<file path="src/rtl/thread_pc_sequencer.sv">
// thread_pc_sequencer
// Per-thread PC store with round-robin issue. Each issued (thread, PC) pair is
// tracked for BRANCH_LATENCY cycles; when it resolves, the branch result and IO
// readiness decide that thread's next PC. A config port can overwrite any PC.
module thread_pc_sequencer #(
  parameter int PC_WIDTH           = 10,
  parameter int THREAD_COUNT       = 8,
  parameter int THREAD_COUNT_WIDTH = 3,
  parameter int START_PC           = 0,
  parameter int BRANCH_LATENCY     = 2
) (
  input  logic                          clock,
  input  logic                          reset_n,
  output logic                          issue_valid,
  output logic [THREAD_COUNT_WIDTH-1:0] issue_thread,
  output logic [PC_WIDTH-1:0]           issue_pc,
  input  logic                          ior,
  input  logic                          jump,
  input  logic [PC_WIDTH-1:0]           destination,
  output logic                          resolve_valid,
  output logic [THREAD_COUNT_WIDTH-1:0] resolve_thread,
  input  logic                          pc_wren,
  input  logic [THREAD_COUNT_WIDTH-1:0] pc_wr_thread,
  input  logic [PC_WIDTH-1:0]           pc_wr_data
);

  localparam int LAST_STAGE = BRANCH_LATENCY - 1;

  logic [PC_WIDTH-1:0]           pc_mem     [THREAD_COUNT];
  logic [THREAD_COUNT_WIDTH-1:0] thread_cnt;
  logic                          issue_valid_q;

  logic                          trk_valid  [BRANCH_LATENCY];
  logic [THREAD_COUNT_WIDTH-1:0] trk_thread [BRANCH_LATENCY];
  logic [PC_WIDTH-1:0]           trk_pc     [BRANCH_LATENCY];

  logic [PC_WIDTH-1:0]           res_pc;
  logic [PC_WIDTH-1:0]           next_pc;
  logic                          cfg_ok;
  logic                          res_write;

  assign issue_valid    = issue_valid_q;
  assign issue_thread   = thread_cnt;
  assign issue_pc       = pc_mem[thread_cnt];

  assign resolve_valid  = trk_valid[LAST_STAGE];
  assign resolve_thread = trk_thread[LAST_STAGE];
  assign res_pc         = trk_pc[LAST_STAGE];

  // Round-robin thread counter; holds at 0 until the first valid issue cycle.
  always_ff @(posedge clock or negedge reset_n) begin
    if (!reset_n) begin
      thread_cnt    <= '0;
      issue_valid_q <= 1'b0;
    end else begin
      issue_valid_q <= 1'b1;
      if (issue_valid_q) begin
        if (thread_cnt == THREAD_COUNT_WIDTH'(THREAD_COUNT - 1))
          thread_cnt <= '0;
        else
          thread_cnt <= thread_cnt + THREAD_COUNT_WIDTH'(1);
      end
    end
  end

  // Shift each issued instruction down the tracking pipe until it resolves.
  always_ff @(posedge clock or negedge reset_n) begin
    if (!reset_n) begin
      for (int i = 0; i < BRANCH_LATENCY; i++) begin
        trk_valid[i]  <= 1'b0;
        trk_thread[i] <= '0;
        trk_pc[i]     <= '0;
      end
    end else begin
      trk_valid[0]  <= issue_valid_q;
      trk_thread[0] <= thread_cnt;
      trk_pc[0]     <= pc_mem[thread_cnt];
      for (int i = 1; i < BRANCH_LATENCY; i++) begin
        trk_valid[i]  <= trk_valid[i-1];
        trk_thread[i] <= trk_thread[i-1];
        trk_pc[i]     <= trk_pc[i-1];
      end
    end
  end

  // Next-PC selection for the resolving instruction; replay beats a taken branch,
  // and a config write to the same thread suppresses the branch update.
  always_comb begin
    next_pc   = res_pc;
    cfg_ok    = 1'b0;
    res_write = 1'b0;
    if (ior) begin
      if (jump)
        next_pc = destination;
      else
        next_pc = res_pc + PC_WIDTH'(1);
    end
    if (pc_wren && (32'(pc_wr_thread) < THREAD_COUNT))
      cfg_ok = 1'b1;
    if (resolve_valid && !(cfg_ok && (pc_wr_thread == resolve_thread)))
      res_write = 1'b1;
  end

  // PC store: branch-resolution update and config write, both at the clock edge.
  always_ff @(posedge clock or negedge reset_n) begin
    if (!reset_n) begin
      for (int i = 0; i < THREAD_COUNT; i++)
        pc_mem[i] <= PC_WIDTH'(START_PC);
    end else begin
      if (res_write)
        pc_mem[resolve_thread] <= next_pc;
      if (cfg_ok)
        pc_mem[pc_wr_thread] <= pc_wr_data;
    end
  end

endmodule

</file>
<file path="config.mk">
export PLATFORM = sky130hd
export DESIGN_NAME = thread_pc_sequencer
export DESIGN_NICKNAME = d
export VERILOG_FILES = /design/src/rtl/thread_pc_sequencer.sv
export SDC_FILE = /design/constraint.sdc
export NUM_CORES = 1
export LEC_CHECK = 0
export CAP_MARGIN = 20
export CORE_UTILIZATION = 40
export CTS_CLUSTER_DIAMETER = 50
export CTS_CLUSTER_SIZE = 10
export DETAILED_ROUTE_END_ITERATION = 10
export PLACE_DENSITY = 0.56
export SLEW_MARGIN = 20
export SYNTH_ARGS = -nofsm -noshare
export SYNTH_HDL_FRONTEND = slang
export SYNTH_SLANG_ARGS = --single-unit
export TNS_END_PERCENT = 5
</file>
<file path="constraint.sdc">
create_clock -name clock -period 4.3 [get_ports clock]
set_input_delay 0.645 -clock clock [delete_from_list [all_inputs] [get_ports clock]]
set_output_delay 0.645 -clock clock [all_outputs]
set_load 0.01 [all_outputs]
</file>
==> results of run 1 <==
## cell usage in the layout, fill, tap and decap left out, types with 5 or more instances in the layout
cell,instances
o21ai_1,11
dfrtp_1,112
a221o_1,9
nand4b_1,7
a21o_1,8
nand2_1,95
o211ai_1,17
a221oi_1,8
nor4bb_1,5
a2bb2oi_1,8
buf_4,13
o211ai_2,8
mux4_2,20
nor2_1,8
clkbuf_16,9
mux2_2,13
nand3_1,69
a31oi_1,6
o2bb2ai_1,6
nor3_1,10
and3_1,11
nand4_1,5
clkdlybuf4s50_1,44
## report_power, final
part           total (mW)  internal, mW  switching, mW
clock network       0.859         0.456          0.402
logic                2.17          1.11           1.06
registers            1.95          1.54          0.412
total                4.98          3.10           1.88
## worst register-to-register path, delay by kind of cell (launching register included)
kind / cells / cell delay [ns]
flops: 1 / 0.71
simple gates: 1 / 0.52
compound gates: 3 / 0.82
## flip-flops by register name (all words and copies together), names as in the netlist
register / flops
trk_thread: 3
issue_thread: 3
pc_mem: 80
res_pc: 10
issue_valid: 1
trk_pc: 10
resolve_thread: 3
trk_valid: 1
resolve_valid: 1
## final cells by class
cell class / instances / area, µm² / area share (%)
Clock buffer: 10 / 229.0 / 3.345
Timing Repair Buffer: 57 / 538.0 / 7.860
Inverter: 5 / 18.77 / 0.2742
Sequential cell: 112 / 2803 / 40.94
Clock inverter: 6 / 66.31 / 0.9687
Tap cell: 184 / 230.2 / 3.363
Multi-Input combinational cell: 389 / 2960 / 43.25
## cells by family (layout without fill, tap and decap cells)
family                   after synthesis  after routing
AND/OR/NAND/NOR                      232            232
AO/OA/AOI/OAI                        112            112
flip-flops                           112            112
buffers and inverters                 59             78
multiplexers                          35             35
XOR/XNOR                               6              6
adder cells (fa/ha/maj)                3              3
other                                  1              1
## per-layer routing
metal,vias to the layer above,wire [µm]
met5,-,0
met2,181,8462
li1,2131,-
met1,2494,7898
met3,25,1116
met4,0,317
## stage by stage
| stage | hold slack, ns | setup WS, ns | area [µm²] | total power, mW |
|---|---|---|---|---|
| floorplan | 0.3312 | 2.008 | 6041 | 3.326 |
| global placement | 0.3316 | 1.211 | 6541 | 4.047 |
| detailed placement | 0.3347 | 1.106 | 6541 | 4.112 |
| CTS | 0.3511 | 0.8269 | 6837 | 4.982 |
| global route | 0.3541 | 0.7379 | 6845 | 5.268 |
| finish | 0.3488 | 0.8516 | 6845 | 4.980 |
## worst paths after layout
check / from / end / slack (ns) / cells past startpoint
min in group asynchronous: reset_n / res_pc[2] / 0.43 / 1
max in group asynchronous: reset_n / pc_mem[21] / 2.97 / 2
worst min register to register: trk_thread[5] / resolve_thread[2] / 0.35 / 0
worst max register to register: resolve_thread[2] / pc_mem[37] / 2.12 / 4
worst max-delay path: issue_thread[1] / issue_pc[1] / 0.85 / 4
worst min-delay path: trk_thread[5] / resolve_thread[2] / 0.35 / 0
==> results.env, run 1 <==
RUN_STATUS='complete, but fails checks'
FAILED_CHECKS='DRC'
HPWLAFTERDP_MM=11.91
POST-SYNTH-TOP-AREA-CELL='dfrtp_1'
N_ANTENNA_CELL=0
CORE_AREA_MM2=0.01464
POSTROUTEWIRELENGTH_MM=17.79
VDD_DROP_MAX_V=0.0002769
FINAL_PERIOD_MINUS_WORST_SETUP_SLACK_NS=3.448
HOLD_VIOL=0
MAXCLOCKFREQUENCY_MHz=290.0
INITIAL_ANTENNA_VIOLATION_COUNT=0
WORST_SKEW_PAIR.LATE_LATENCY_NS=0.36
SYNTHARSTFLOPSHARE_PCT=100.0
REGISTER_BIT_COUNT_REPORTED_BY_YOSYS=112
SYNTH-EDFF-COUNT=0
FINAL-INSTANCE-COUNT-EXCL-FILL=763
POWER-PER-CELL-AREA_mW_PER_MM2=727.5
WORST_PATH_DOMINANT_CELL_FAMILY='flip-flops'
CP.BUFFERS_INVERTERS=2
CLOCK_TREE_ROOT_BUFFER_CELL='clkbuf_16'
BOUNDARYPINS=46
FINALCLOCKSKEW_NS=0.01141
SYNTH_ADDER_AREA_SHARE_PCT=0.6214
POST_SYNTH_MOST_FREQUENT_CELLS='112 x dfrtp_1, 95 x nand2_1, 69 x nand3_1, 24 x buf_2, 20 x mux4_2'
DIE_HEIGHT_UM=124.9
SYNTH_XOR_XNOR_AREA_SHARE_PCT=1.802
FINALWEIGHTEDCONGESTION=0.8332
CRIT_REQUIRED_NS=3.65
CAP_VIOL_MAX_COUNT=0
GLOBAL_ROUTE.USAGE.MET2_PCT=37.28
WORST-SLEW-PIN-TRANSITION_NS=1.109
NUM-FILL-CELLS=1368
CTS_HOLD_BUFFERS=0
GLOBALROUTEOVERFLOWTOTAL=0
CRITPATHMAXFANOUT=17
AREA.GROWTH.SYNTH_TO_FINAL_PCT=13.32
YS_SEQ_AREA_SHARE_PCT=46.40
DOMINANT_COMBINATIONAL_CELL_FAMILY_BY_AREA_AFTER_SYNTHESIS='simple AND/OR/NAND/NOR gates'
DETAILEDROUTE.FIRSTITERATIONVIOLATIONS=377
MAPPEDNETLISTNETS=591
MAX_SLEW_MARGIN_PCT=25.70
NUMPLACEDINSTANCES=747
SYNTH-MAIN-FF-CELL='dfrtp_1'
GROUTE.LAYER.MET3.USAGE_PCT=4.510
CP.ARRIVAL_NS=2.80
CRITPATHSLOWESTCELL='dfrtp_1'
FINAL.PERIOD_UTILIZATION_PCT=80.20
PATH_CLK_SLEW_NS=0.08
H-TREE-DEPTH=3
WORST-SETUP-PATH-TYPE='reg -> out'
MIN_PATH_TYPE='reg -> reg'
SETUP-VIOLATIONS-FINAL=0
POSTSYNTHCELLCOUNT=560
FINALMAXSLEWVIOLATIONS=0
NUMCLOCKSINKS=112
DRIVE_ABOVE_1_SHARE_PCT=16.06
CTS-BUFFERS-INSERTED=9
POST-ROUTE-UTIL_PCT=46.74
SYNTH_MOST_COMMON_CELL='dfrtp_1'
CTS_TREE='yes'
YS.WARNINGS.COUNT=0
FINISH.NET_COUNT=605
GRT_SETUP_UNREPAIRED='no'
DETAIL_ROUTE.DRC_VIOLATIONS=13
VIA_COUNT=4831
SYNTHESIS.AREA_MM2=0.006041
SYNTH-SIMPLE-AREA-SHARE_PCT=19.70
LEAKAGEPOWER_nW=2.822
END_KIND='primary output'
PLACEMENT.IO_BUFFERS=45
SYN_AVG_CELL_AREA_UM2=10.79
SETUP-TNS-FINAL_NS=0
CTS.PATH.MAX_BUFFERS=2
DRT.ANTENNA.VIOLATING_NETS=0
VIAS_IN_THE_FIRST_GLOBAL_ROUTE=4766
CRIT_PATH_LARGEST_CELL_DELAY_NS=0.94
GRT-BUSIEST-LAYER='met2'
DIE_WIDTH_UM=124.9
GRT_START_MAX_NET_PINS=75
ROUTE.DETAILED.VIAS_PER_INST=6.332
ROUTED_WIRELENGTH_NORMALIZED_BY_INSTANCE_COUNT_UM=23.32
CORE.ROWCOUNT=44
CTS_RESIZED=0
FIRST_PASS_GRT_WIRE_LENGTH_MM=27.77
INITIAL_UTILIZATION_PCT=41.25
FLOORPLAN.DIE_AREA_MM2=0.01560
CTS_SETUP_BUFFERS=0
SYNTH.MUX.AREA_FRACTION_PCT=10.21
SYNTHESIZED_AREA_FRACTION_OCCUPIED_BY_AO_OA_AOI_AND_OAI_CELLS_PCT=15.99
NETLIST-CELL-TYPE-COUNT=60
SYNTH_AREA_LEADERS='dfrtp_1 46%, mux4_2 7.5%, nand2_1 5.9%, nand3_1 5.7%, mux2_2 2.4%'
STARTPOINT_TYPE='flip-flop'
CRIT_CHAIN='buf_4 -> mux4_2 -> mux2_2 -> clkdlybuf4s50_1'
DRT_FIRST_PASS_ITERS=7
USE_MET1_PCT=32.69
YOSYS.AREA.TOP_TYPE_SHARE_PCT=46.40
GRT_USE_TOTAL_PCT=23.70
No activity file was read; power rests on OpenSTA's default activity.
==> inputs of run 2 (changes only) <==
PLACE_DENSITY = 0.58   (was 0.56)
clock period = 3.1 ns   (was 4.3 ns; I/O delays follow)
==> run 2 against run 1 <==
  * The run still ends with DRC left
  * Final cell count rose by 2.5%
  * Count of clock-buffer cells in the layout grew 2
  * Combinational power grew 40%
  * Core utilization increased by 1.1 points
  * Register-to-register slack worse by 1.2 ns
  * Worst setup slack got worse by 0.66 ns
  * Critical path depth unchanged
==> results.env, run 2 (same netlist as run 1, synthesis figures left out) <==
STARTPOINT_TYPE='flip-flop'  # unchanged
LARGEST_REGISTER_FFS=80  # unchanged
FAILED_CHECKS='DRC'  # unchanged
HPWLAFTERDP_MM=12.34  # was 11.91 mm
DIE_HEIGHT_UM=124.9  # unchanged
CORE.ROWCOUNT=44  # unchanged
GRT-BUSIEST-LAYER='met2'  # unchanged
CTS_RESIZED=0  # unchanged
CRITPATHMAXFANOUT=12  # was 17
GROUTE.LAYER.MET3.USAGE_PCT=6.143  # was 4.510%
DIE_WIDTH_UM=124.9  # unchanged
WORST_SKEW_PAIR.LATE_LATENCY_NS=0.36  # about the same
FINAL_PERIOD_MINUS_WORST_SETUP_SLACK_NS=2.910
CTS.PATH.MAX_BUFFERS=2  # unchanged
FINAL_CELL_MIX='112 x dfrtp_1, 95 x nand2_1, 69 x nand3_1'  # unchanged
FINALMAXSLEWVIOLATIONS=0  # unchanged
LAYOUT_COMMONEST_CELL='dfrtp_1'  # unchanged
POSTROUTEWIRELENGTH_MM=17.12  # was 17.79 mm
CAP_VIOL_MAX_COUNT=0  # unchanged
MAX_SLEW_MARGIN_PCT=60.56  # was 25.70%
WORST-SLEW-PIN-TRANSITION_NS=0.5837  # was 1.109 ns
WORST-SETUP-PATH-TYPE='reg -> out'  # unchanged
POST-ROUTE-UTIL_PCT=47.83  # was 46.74%
VDD_DROP_MAX_V=0.0003560  # was 0.0002769 V
ROUTED_WIRELENGTH_NORMALIZED_BY_INSTANCE_COUNT_UM=21.90  # was 23.32 µm
PLACEMENT.IO_BUFFERS=45  # unchanged
DETAILEDROUTE.FIRSTITERATIONVIOLATIONS=370  # was 377
MAXCLOCKFREQUENCY_MHz=343.7
GRT_SETUP_UNREPAIRED='no'  # unchanged
DETAIL_ROUTE.DRC_VIOLATIONS=13  # unchanged
LARGEST-REGISTER='pc_mem'  # unchanged
DRT.ANTENNA.VIOLATING_NETS=0  # unchanged
N_ANTENNA_CELL=0  # unchanged
HOLD_VIOL=0  # unchanged
FINALCLOCKSKEW_NS=0.006180  # was 0.01141 ns
INITIAL_UTILIZATION_PCT=41.25  # unchanged
CTS_HOLD_BUFFERS=0  # unchanged
VIA_COUNT=4839  # was 4831
CTS_TREE='yes'  # unchanged
RUN_STATUS='complete, but fails checks'  # unchanged
AREA.GROWTH.SYNTH_TO_FINAL_PCT=15.95  # was 13.32%
PATH_CLK_SLEW_NS=0.07  # was 0.08 ns
FINAL.PERIOD_UTILIZATION_PCT=93.86
VIAS_IN_THE_FIRST_GLOBAL_ROUTE=4732  # was 4766
FIRST_PASS_GRT_WIRE_LENGTH_MM=26.89  # was 27.77 mm
DRT_FIRST_PASS_ITERS=8  # was 7
CRIT_REQUIRED_NS=2.63  # was 3.65 ns
END_KIND='primary output'  # unchanged
POWER-PER-CELL-AREA_mW_PER_MM2=988.1  # was 727.5 mW/mm²
GLOBALROUTEOVERFLOWTOTAL=0  # unchanged
BOUNDARYPINS=46  # unchanged
MIN_PATH_TYPE='in -> async'  # was reg -> reg
CORE_AREA_MM2=0.01464  # unchanged
FLOORPLAN.DIE_AREA_MM2=0.01560  # unchanged
DRIVE_ABOVE_1_SHARE_PCT=18.73  # was 16.06%
INITIAL_ANTENNA_VIOLATION_COUNT=0  # unchanged
H-TREE-DEPTH=3  # unchanged
CTS_SETUP_BUFFERS=0  # unchanged
CTS-BUFFERS-INSERTED=9  # unchanged
CLOCK_TREE_ROOT_BUFFER_CELL='clkbuf_16'  # unchanged
POWER_mW=6.921  # was 4.980 mW
GRT_USE_TOTAL_PCT=22.71  # was 23.70%
NUMCLOCKSINKS=112  # unchanged
USE_MET1_PCT=30.41  # was 32.69%
CP.ARRIVAL_NS=2.44  # was 2.80 ns
LEAKAGEPOWER_nW=2.912  # was 2.822 nW
GRT_START_MAX_NET_PINS=79  # was 75
FINALWEIGHTEDCONGESTION=0.8853  # was 0.8332
FINISH.NET_COUNT=624  # was 605
SETUP-VIOLATIONS-FINAL=0  # unchanged
ROUTE.DETAILED.VIAS_PER_INST=6.188  # was 6.332
GLOBAL_ROUTE.USAGE.MET2_PCT=35.19  # was 37.28%
SETUP-TNS-FINAL_NS=0  # unchanged
NUM-FILL-CELLS=1324  # was 1368
## run 2: cell types whose count changed in the layout (fill, tap and decap cells not counted)
cell / change
nor4b_4: -1
clkinvlp_4: +1
clkbuf_8: +2
buf_12: +3
inv_6: -1
buf_4: +16
clkinv_4: -1
nor4b_2: +1
bufinv_16: -1
## run 2: routing by layer
metal	vias to the layer above	share of wire, %
li1	2175	-
met1	2436	44
met2	198	46
met3	30	8.1
met4	0	2.2
met5	-	0
## run 2: worst paths after layout
path / endpoint / start / slack [ns] / depth (start not counted)
setup / recovery: issue_pc[1] / issue_thread[1] / 0.19 / 4
hold / removal: trk_thread[4] / reset_n / 0.07 / 1
setup reg to reg: pc_mem[37] / resolve_thread[2] / 0.93 / 4
hold reg to reg: resolve_thread[1] / trk_thread[4] / 0.35 / 0
max in group asynchronous: trk_pc[16] / reset_n / 2.27 / 2
min in group clock: resolve_thread[1] / trk_thread[4] / 0.35 / 0
## run 2: critical path, stage by stage, from the launching register on
cell and delay (ns):
dfrtp_1 0.62, buf_4 0.31, mux4_2 0.35, mux2_2 0.31, clkdlybuf4s50_1 0.49
## run 2: report_power, final
group	switching [mW]	internal, mW	total, mW
Combinational	1.44	1.60	3.04
Clock	0.547	0.591	1.14
Sequential	0.603	2.14	2.74
## run 2: metrics by stage
stage	setup slack, ns	instances	hold slack, ns	area, µm²
after floorplan	0.9877	560	0.1694	6041
final	0.1903	782	0.06511	7004
after global placement	0.5068	766	0.3320	6721
after detailed placement	0.4508	766	0.3347	6721
after global routing	0.1130	782	0.09612	7004
after CTS	0.1794	782	0.07860	7004
## run 2: area by class of cell
class	instances	area [µm²]	share of cell area (%)
clock inverter	4	26.28	0.3751
clock buffer	12	256.5	3.662
sequential	112	2803	40.01
inverter	5	18.77	0.2680
timing repair buffer	76	718.2	10.25
tap	184	230.2	3.287
multi-input combinational	389	2952	42.14
